File: src/rtl/seg_display_driver_if.sv
// Write bus between the processor's sevenseg register and the display driver.
// The processor side drives value/load/hex and observes busy/digits.
interface seg_display_driver_if;
    logic [12:0] value;
    logic        load;
    logic        hex;
    logic        busy;
    logic [15:0] digits;

    modport master (
        output value,
        output load,
        output hex,
        input  busy,
        input  digits
    );

    modport slave (
        input  value,
        input  load,
        input  hex,
        output busy,
        output digits
    );
endinterface

File: src/rtl/seg_display_driver.sv
// 13-bit value to four hex/BCD digits, time-multiplexed onto a
// 4-digit common-anode seven-segment display.
module seg_display_driver #(
    parameter int SCAN_DIV = 50000
) (
    input  logic                 clk,
    input  logic                 rst,
    seg_display_driver_if.slave  bus,
    input  logic                 blank_lz,
    output logic [3:0]           an,
    output logic [6:0]           seg,
    output logic                 dp
);

    localparam int DW = (SCAN_DIV > 1) ? $clog2(SCAN_DIV) : 1;
    localparam logic [DW-1:0] DIV_LAST = DW'(SCAN_DIV - 1);

    logic [15:0]   digits_q;
    logic          fmt_hex_q;
    logic          busy_q;
    logic [12:0]   sh_q;
    logic [15:0]   bcd_q;
    logic [3:0]    step_q;
    logic [DW-1:0] div_q;
    logic [1:0]    idx_q;

    logic [15:0]   bcd_adj;
    logic [15:0]   bcd_next;
    logic [12:0]   sh_next;

    assign bus.busy   = busy_q;
    assign bus.digits = digits_q;

    always_comb begin
        bcd_adj = bcd_q;
        for (int n = 0; n < 4; n++) begin
            if (bcd_q[4*n +: 4] >= 4'd5)
                bcd_adj[4*n +: 4] = bcd_q[4*n +: 4] + 4'd3;
        end
    end

    assign bcd_next = {bcd_adj[14:0], sh_q[12]};
    assign sh_next  = {sh_q[11:0], 1'b0};

    // A new load always overrides an in-flight conversion, even on its final step.
    always_ff @(posedge clk or posedge rst) begin
        if (rst) begin
            digits_q  <= '0;
            fmt_hex_q <= 1'b0;
            busy_q    <= 1'b0;
            sh_q      <= '0;
            bcd_q     <= '0;
            step_q    <= '0;
        end else if (bus.load) begin
            if (bus.hex) begin
                digits_q  <= {3'b000, bus.value};
                fmt_hex_q <= 1'b1;
                busy_q    <= 1'b0;
            end else begin
                sh_q   <= bus.value;
                bcd_q  <= '0;
                step_q <= '0;
                busy_q <= 1'b1;
            end
        end else if (busy_q) begin
            bcd_q  <= bcd_next;
            sh_q   <= sh_next;
            step_q <= step_q + 4'd1;
            if (step_q == 4'd12) begin
                digits_q  <= bcd_next;
                fmt_hex_q <= 1'b0;
                busy_q    <= 1'b0;
            end
        end
    end

    always_ff @(posedge clk or posedge rst) begin
        if (rst) begin
            div_q <= '0;
            idx_q <= '0;
        end else if (div_q == DIV_LAST) begin
            div_q <= '0;
            idx_q <= idx_q + 2'd1;
        end else begin
            div_q <= div_q + 1'b1;
        end
    end

    logic [3:0] nib;
    logic [3:0] zero_above;
    logic       blank;
    logic [6:0] glyph;

    always_comb begin
        nib = '0;
        case (idx_q)
            2'd0: nib = digits_q[3:0];
            2'd1: nib = digits_q[7:4];
            2'd2: nib = digits_q[11:8];
            2'd3: nib = digits_q[15:12];
            default: nib = '0;
        endcase
    end

    // zero_above[k]: digit k and everything above it are zero
    always_comb begin
        zero_above[3] = (digits_q[15:12] == 4'd0);
        zero_above[2] = zero_above[3] && (digits_q[11:8] == 4'd0);
        zero_above[1] = zero_above[2] && (digits_q[7:4] == 4'd0);
        zero_above[0] = 1'b0;
    end

    assign blank = blank_lz && zero_above[idx_q];

    always_comb begin
        glyph = 7'b1111111;
        case (nib)
            4'h0: glyph = 7'b1000000;
            4'h1: glyph = 7'b1111001;
            4'h2: glyph = 7'b0100100;
            4'h3: glyph = 7'b0110000;
            4'h4: glyph = 7'b0011001;
            4'h5: glyph = 7'b0010010;
            4'h6: glyph = 7'b0000010;
            4'h7: glyph = 7'b1111000;
            4'h8: glyph = 7'b0000000;
            4'h9: glyph = 7'b0010000;
            4'hA: glyph = 7'b0001000;
            4'hB: glyph = 7'b0000011;
            4'hC: glyph = 7'b1000110;
            4'hD: glyph = 7'b0100001;
            4'hE: glyph = 7'b0000110;
            4'hF: glyph = 7'b0001110;
            default: glyph = 7'b1111111;
        endcase
    end

    always_ff @(posedge clk or posedge rst) begin
        if (rst) begin
            an  <= 4'b1110;
            seg <= 7'b1000000;
            dp  <= 1'b1;
        end else begin
            an  <= ~(4'b0001 << idx_q);
            seg <= blank ? 7'b1111111 : glyph;
            dp  <= ~((idx_q == 2'd0) && fmt_hex_q);
        end
    end

endmodule

File: src/flat_wrapper.sv
// flat-port wrapper written by rule: the top's interface ports become plain ports
module seg_display_driver_flat 
#(
    parameter int SCAN_DIV = 50000
)
  (clk, rst, blank_lz, an, seg, dp, bus_value, bus_load, bus_hex, bus_busy, bus_digits);
  seg_display_driver_if bus_i ();
  input  logic clk;
  input  logic rst;
  input  logic blank_lz;
  output logic [3:0] an;
  output logic [6:0] seg;
  output logic dp;
  input wire logic [$bits(bus_i.value)-1:0] bus_value;
  input wire logic [$bits(bus_i.load)-1:0] bus_load;
  input wire logic [$bits(bus_i.hex)-1:0] bus_hex;
  output wire logic [$bits(bus_i.busy)-1:0] bus_busy;
  output wire logic [$bits(bus_i.digits)-1:0] bus_digits;
  assign bus_i.value = bus_value;
  assign bus_i.load = bus_load;
  assign bus_i.hex = bus_hex;
  assign bus_busy = bus_i.busy;
  assign bus_digits = bus_i.digits;
  seg_display_driver #(.SCAN_DIV(SCAN_DIV)) u_core (.clk(clk), .rst(rst), .bus(bus_i), .blank_lz(blank_lz), .an(an), .seg(seg), .dp(dp));
endmodule
File: config.mk
export PLATFORM = sky130hd
export DESIGN_NAME = seg_display_driver_flat
export DESIGN_NICKNAME = d
export VERILOG_FILES = /design/src/rtl/seg_display_driver_if.sv /design/src/rtl/seg_display_driver.sv /design/src/flat_wrapper.sv
export SDC_FILE = /design/constraint.sdc
export NUM_CORES = 1
export LEC_CHECK = 0
export BUFFER_PORTS_ARGS = -buffer_cell sky130_fd_sc_hd__buf_2
export CORE_ASPECT_RATIO = 1.4
export CORE_MARGIN = 2
export CORE_UTILIZATION = 59
export DETAILED_ROUTE_END_ITERATION = 12
export GPL_TIMING_DRIVEN = 0
export HOLD_SLACK_MARGIN = 0.08
export PLACE_DENSITY = 0.8
export SETUP_SLACK_MARGIN = 0.4
export SYNTH_ARGS = -nofsm -noshare
export SYNTH_HDL_FRONTEND = slang
export SYNTH_SLANG_ARGS = --single-unit
File: constraint.sdc
create_clock -name clk -period 2.5 [get_ports clk]
set_input_delay 0 -clock clk [delete_from_list [all_inputs] [get_ports clk]]
set_output_delay 0 -clock clk [all_outputs]
set_load 0.02 [all_outputs]
==> results_tabular.tex <==
\begin{tabular}{lr}
\hline
Metric & Value \\
\hline
\multicolumn{2}{l}{\textbf{Clocking}} \\
\quad Cell chosen for the clock root & sky130\_fd\_sc\_hd\_\_clkbuf\_8 \\
\quad Number of buffers added by the clock tree synthesis step & 9 \\
\quad H-tree lvl count & 3 \\
\quad Clock tree sinks & 81 \\
\quad Clk buf depth & 2 \\
\quad CTS tree & built \\
\quad Source-to-sink clock delay at the later pin of the worst-skew pair & roughly 0.38 ns \\
\quad Clock slew at the register clock pins of the worst setup and hold paths & around 0.09 ns \\
\multicolumn{2}{l}{\textbf{Worst setup path}} \\
\quad CP required & around 2.7 ns \\
\quad Count of buffer and inverter cells on the critical path & 2 \\
\quad Worst-path maximum fanout & 6 \\
\quad R2R depth & 8 \\
\quad Kind of cell adding the most delay to the critical path & compound AO/OA/AOI/OAI gates \\
\quad Number of gates on the worst path with buffers counted & 8 \\
\quad Startpoint class of the critical path & flip-flop \\
\quad Chain of cells forming the critical path & inv\_4 -> ha\_4 -> a222oi\_1 -> mux2i\_4 -> inv\_2 -> ha\_4 -> a21oi\_1 -> o211ai\_1 \\
\quad Kind of capture point of the worst setup path & flip-flop \\
\quad R2R Setup Slk & 0.09 ns \\
\quad Arrival time at the worst endpoint & 2.65 ns \\
\quad Most common cell type on the critical path & sky130\_fd\_sc\_hd\_\_ha\_4 \\
\quad Critical Path Slowest Stage Cell & sky130\_fd\_sc\_hd\_\_a222oi\_1 \\
\quad Delay contributed by the slowest stage of the critical path & 0.61 ns \\
\quad Critical path class & reg2reg \\
\multicolumn{2}{l}{\textbf{Synth}} \\
\quad Number of synthesized register bits & 81 \\
\quad Fraction of the yosys area taken by sequential cells & 0.485 \\
\quad Yosys Warn Count & 0 \\
\quad Primary FF master, synth & sky130\_fd\_sc\_hd\_\_dfrtp\_1 \\
\quad Number of distinct library cells after synthesis & 50 \\
\quad Post-synthesis net count & 455 \\
\quad Cell accounting for the most synthesized area & sky130\_fd\_sc\_hd\_\_dfrtp\_1 \\
\quad Area of the mapped netlist & approximately 0.0042 mm2 \\
\quad Commonest cells in the netlist & sky130\_fd\_sc\_hd\_\_dfrtp\_1, sky130\_fd\_sc\_hd\_\_nor2\_1, sky130\_fd\_sc\_hd\_\_nand2\_1 \\
\quad Share of flip-flops with an asynchronous set or reset after synthesis & 1.00 \\
\quad Count of flip-flops with a built-in enable after synthesis & 0 \\
\quad Most used standard cell by instance count after synthesis & sky130\_fd\_sc\_hd\_\_dfrtp\_1 \\
\quad Number of instances in the synthesized netlist & slightly above 400 \\
\quad Post-synth top area share & 0.454 \\
\quad Cells taking the most area after synthesis & sky130\_fd\_sc\_hd\_\_dfrtp\_1, sky130\_fd\_sc\_hd\_\_ha\_1, sky130\_fd\_sc\_hd\_\_mux2\_2 \\
\quad Mean post-synth cell area & 10.1 um2 \\
\multicolumn{2}{l}{\textbf{Place}} \\
\quad Post-placement cell area & 0.00457 mm2 \\
\quad HPWL reported at the end of detailed placement & about 6700 um \\
\quad Routability-driven placement congestion ratio & 0.871 \\
\quad Post-placement cell count & 557 \\
\quad Number of port buffers & 46 \\
\multicolumn{2}{l}{\textbf{Floorplanning}} \\
\quad Core Area & 0.00694 mm2 \\
\quad Total Die Area & about 0.008 mm2 \\
\quad Chip Height & 104 um \\
\quad Initial cell density of the core & 0.604 \\
\quad Number of placed I/O pins & 47 \\
\quad Standard-cell rows & 36 \\
\quad Chip Width & 75.2 um \\
\multicolumn{2}{l}{\textbf{Routing}} \\
\quad Routed Antenna Nets & 0 \\
\quad Via count & 3,619 \\
\quad Detailed Route Iter0 Violations & 315 \\
\quad Pre-antenna DRT Iters & 6 \\
\quad Final routed wirelength across all metal layers & around 11,000 um \\
\quad Average routed wire per standard cell & 18.3 um \\
\quad Drc violations & 0 \\
\quad Ratio of routed vias to standard cells & 5.95 \\
\multicolumn{2}{l}{\textbf{Final layout}} \\
\quad Inserted Diodes & 0 \\
\quad Fraction of final layout cells sized beyond drive strength 1 & 0.279 \\
\quad Sequential cell area & 0.00204 mm2 \\
\quad Area Growth Syn to Fin & 25.4\% \\
\quad Total area of multi-input combinational cells & approximately 0.0021 mm2 \\
\quad Post-Layout Inst Area & between 0.005 and 0.006 mm2 \\
\quad Final nets & 548 \\
\quad Final instance count without filler cells & between 600 and 700 \\
\quad Layout filler cell count & 482 \\
\multicolumn{2}{l}{\textbf{STA}} \\
\quad RSZ-0062 raised after global routing & true \\
\quad Smallest hold slack & around 0.15 ns \\
\quad Clk\_skew & 0.0127 ns \\
\quad Slew margin rel. & 0.553 \\
\quad Setup-failing EPs final & 0 \\
\quad Clock period minus worst slack & 2.41 ns \\
\quad Worst Tran Pin Value & 0.671 ns \\
\quad Max-slew violations & 0 \\
\quad Maximum achievable frequency & 0.415 GHz \\
\quad Hold violation total from the final report & 0 \\
\quad Period Utilization, post-route & 0.963 \\
\multicolumn{2}{l}{\textbf{Global route}} \\
\quad Global-route usage over all layers & 0.274 \\
\quad Largest net degree at the start of global routing & 56 \\
\quad Via count of the first global-routing pass & 3,418 \\
\quad Remaining Overflow, GRT & 0 \\
\quad Number of antenna violations at the first check in global routing & 0 \\
\quad Wire length of the first global-routing pass & around 16,000 um \\
\multicolumn{2}{l}{\textbf{Power and ir drop}} \\
\quad Overall power & 3.40 mW \\
\quad Power density over the cells & 647 mW/mm2 \\
\quad Leak & 2.39 nW \\
\quad Highest ir drop seen on vdd & between 0.0005 and 0.0006 V \\
\multicolumn{2}{l}{\textbf{Status}} \\
\quad Outcome & finished, final reports clean \\
\multicolumn{2}{l}{\textbf{Worst hold path}} \\
\quad Tightest Hold Check Type & in2async \\
\multicolumn{2}{l}{\textbf{Run}} \\
\quad \# Max-Cap Violations & 0 \\
\hline
\end{tabular}
-- state kept, by name, summed over array words and instances (netlist names) --
register	count
u_core.bus.digits	16
u_core.dp	1
u_core.sh_q	13
u_core.idx_q	2
u_core.fmt_hex_q	1
u_core.bus.busy	1
u_core.bcd_q	16
u_core.seg	7
u_core.step_q	4
u_core.div_q	16
u_core.an	4
-- per-stage QoR --
step	setup TNS, ns	util	setup slack [ns]
4_1_cts	0	0.728	0.383
2_1_floorplan	0	-	0.405
3_5_place_dp	0	0.659	0.124
5_1_grt	0	0.758	0.0321
3_3_place_gp	-35.53	0.655	-0.472
6_report	0	0.758	0.0916
-- layout make-up --
class,count,share of cell area
Clock inverter,5,0.0105
Inverter,26,0.0200
Multi-Input combinational cell,291,0.406
Timing Repair Buffer,82,0.109
Sequential cell,81,0.387
Buffer,17,0.0179
Clock buffer,11,0.0269
Tap cell,95,0.0226
-- worst min-delay path: cells and delay by family --
family	cells	cell delay (ns)
buffers and inverters	3	0.94
-- cell families after synthesis --
kind of cell | synth area share
simple gates | 0.160
xor+xnor | 0.0501
compound gates | 0.136
mux | 0.0594
buf+inv | 0.0442
flops | 0.485
fa+ha+maj | 0.0657
-- repair_timing --
item / 4_1_cts / 5_1_grt
pin swaps: 3 / 11
resized for setup: 15 / 28
buffers inserted: 8 / 10
hold endpoints to repair: 115 / 0
hold buffers: 17 / 0
cloned: 0 / 0
endpoints found under the setup margin: 6 / 7
-- where the power goes --
part,total (mW),internal [mW],switching [mW]
combinational,0.846,0.345,0.500
sequential,1.57,1.45,0.116
clock,0.984,0.486,0.498
-- final timing paths --
kind | to | start
min | u_core.seg[5] | rst
max reg2reg | u_core.seg[1] | u_core.idx_q[0]
min reg2reg | u_core.dp | u_core.fmt_hex_q
max in group asynchronous | u_core.bcd_q[8] | rst
max | u_core.seg[1] | u_core.idx_q[0]
min in group clk | u_core.dp | u_core.fmt_hex_q
-- layer usage --
metal | global-route usage | vias to the layer above | part of all wire
li1 | - | 1644 | -
met1 | 0.342 | 1770 | 0.39
met2 | 0.449 | 155 | 0.52
met3 | 0.0516 | 50 | 0.052
met4 | 0.130 | 0 | 0.043
met5 | 0 | - | 0
-- cells in the final DEF, fill, tap and decap left out, drive strengths merged, types with 15 or more instances in the layout --
| cell type | instances |
|---|---|
| dfrtp | 76 |
| buf | 74 |
| nor2 | 34 |
| nand2 | 34 |
| inv | 26 |
| a21oi | 24 |
| o21ai | 23 |
| ha | 22 |
| clkbuf | 19 |
| dlygate4sd3 | 17 |
| nand3 | 16 |
| mux2 | 15 |
(Power assumes the default switching activity.)
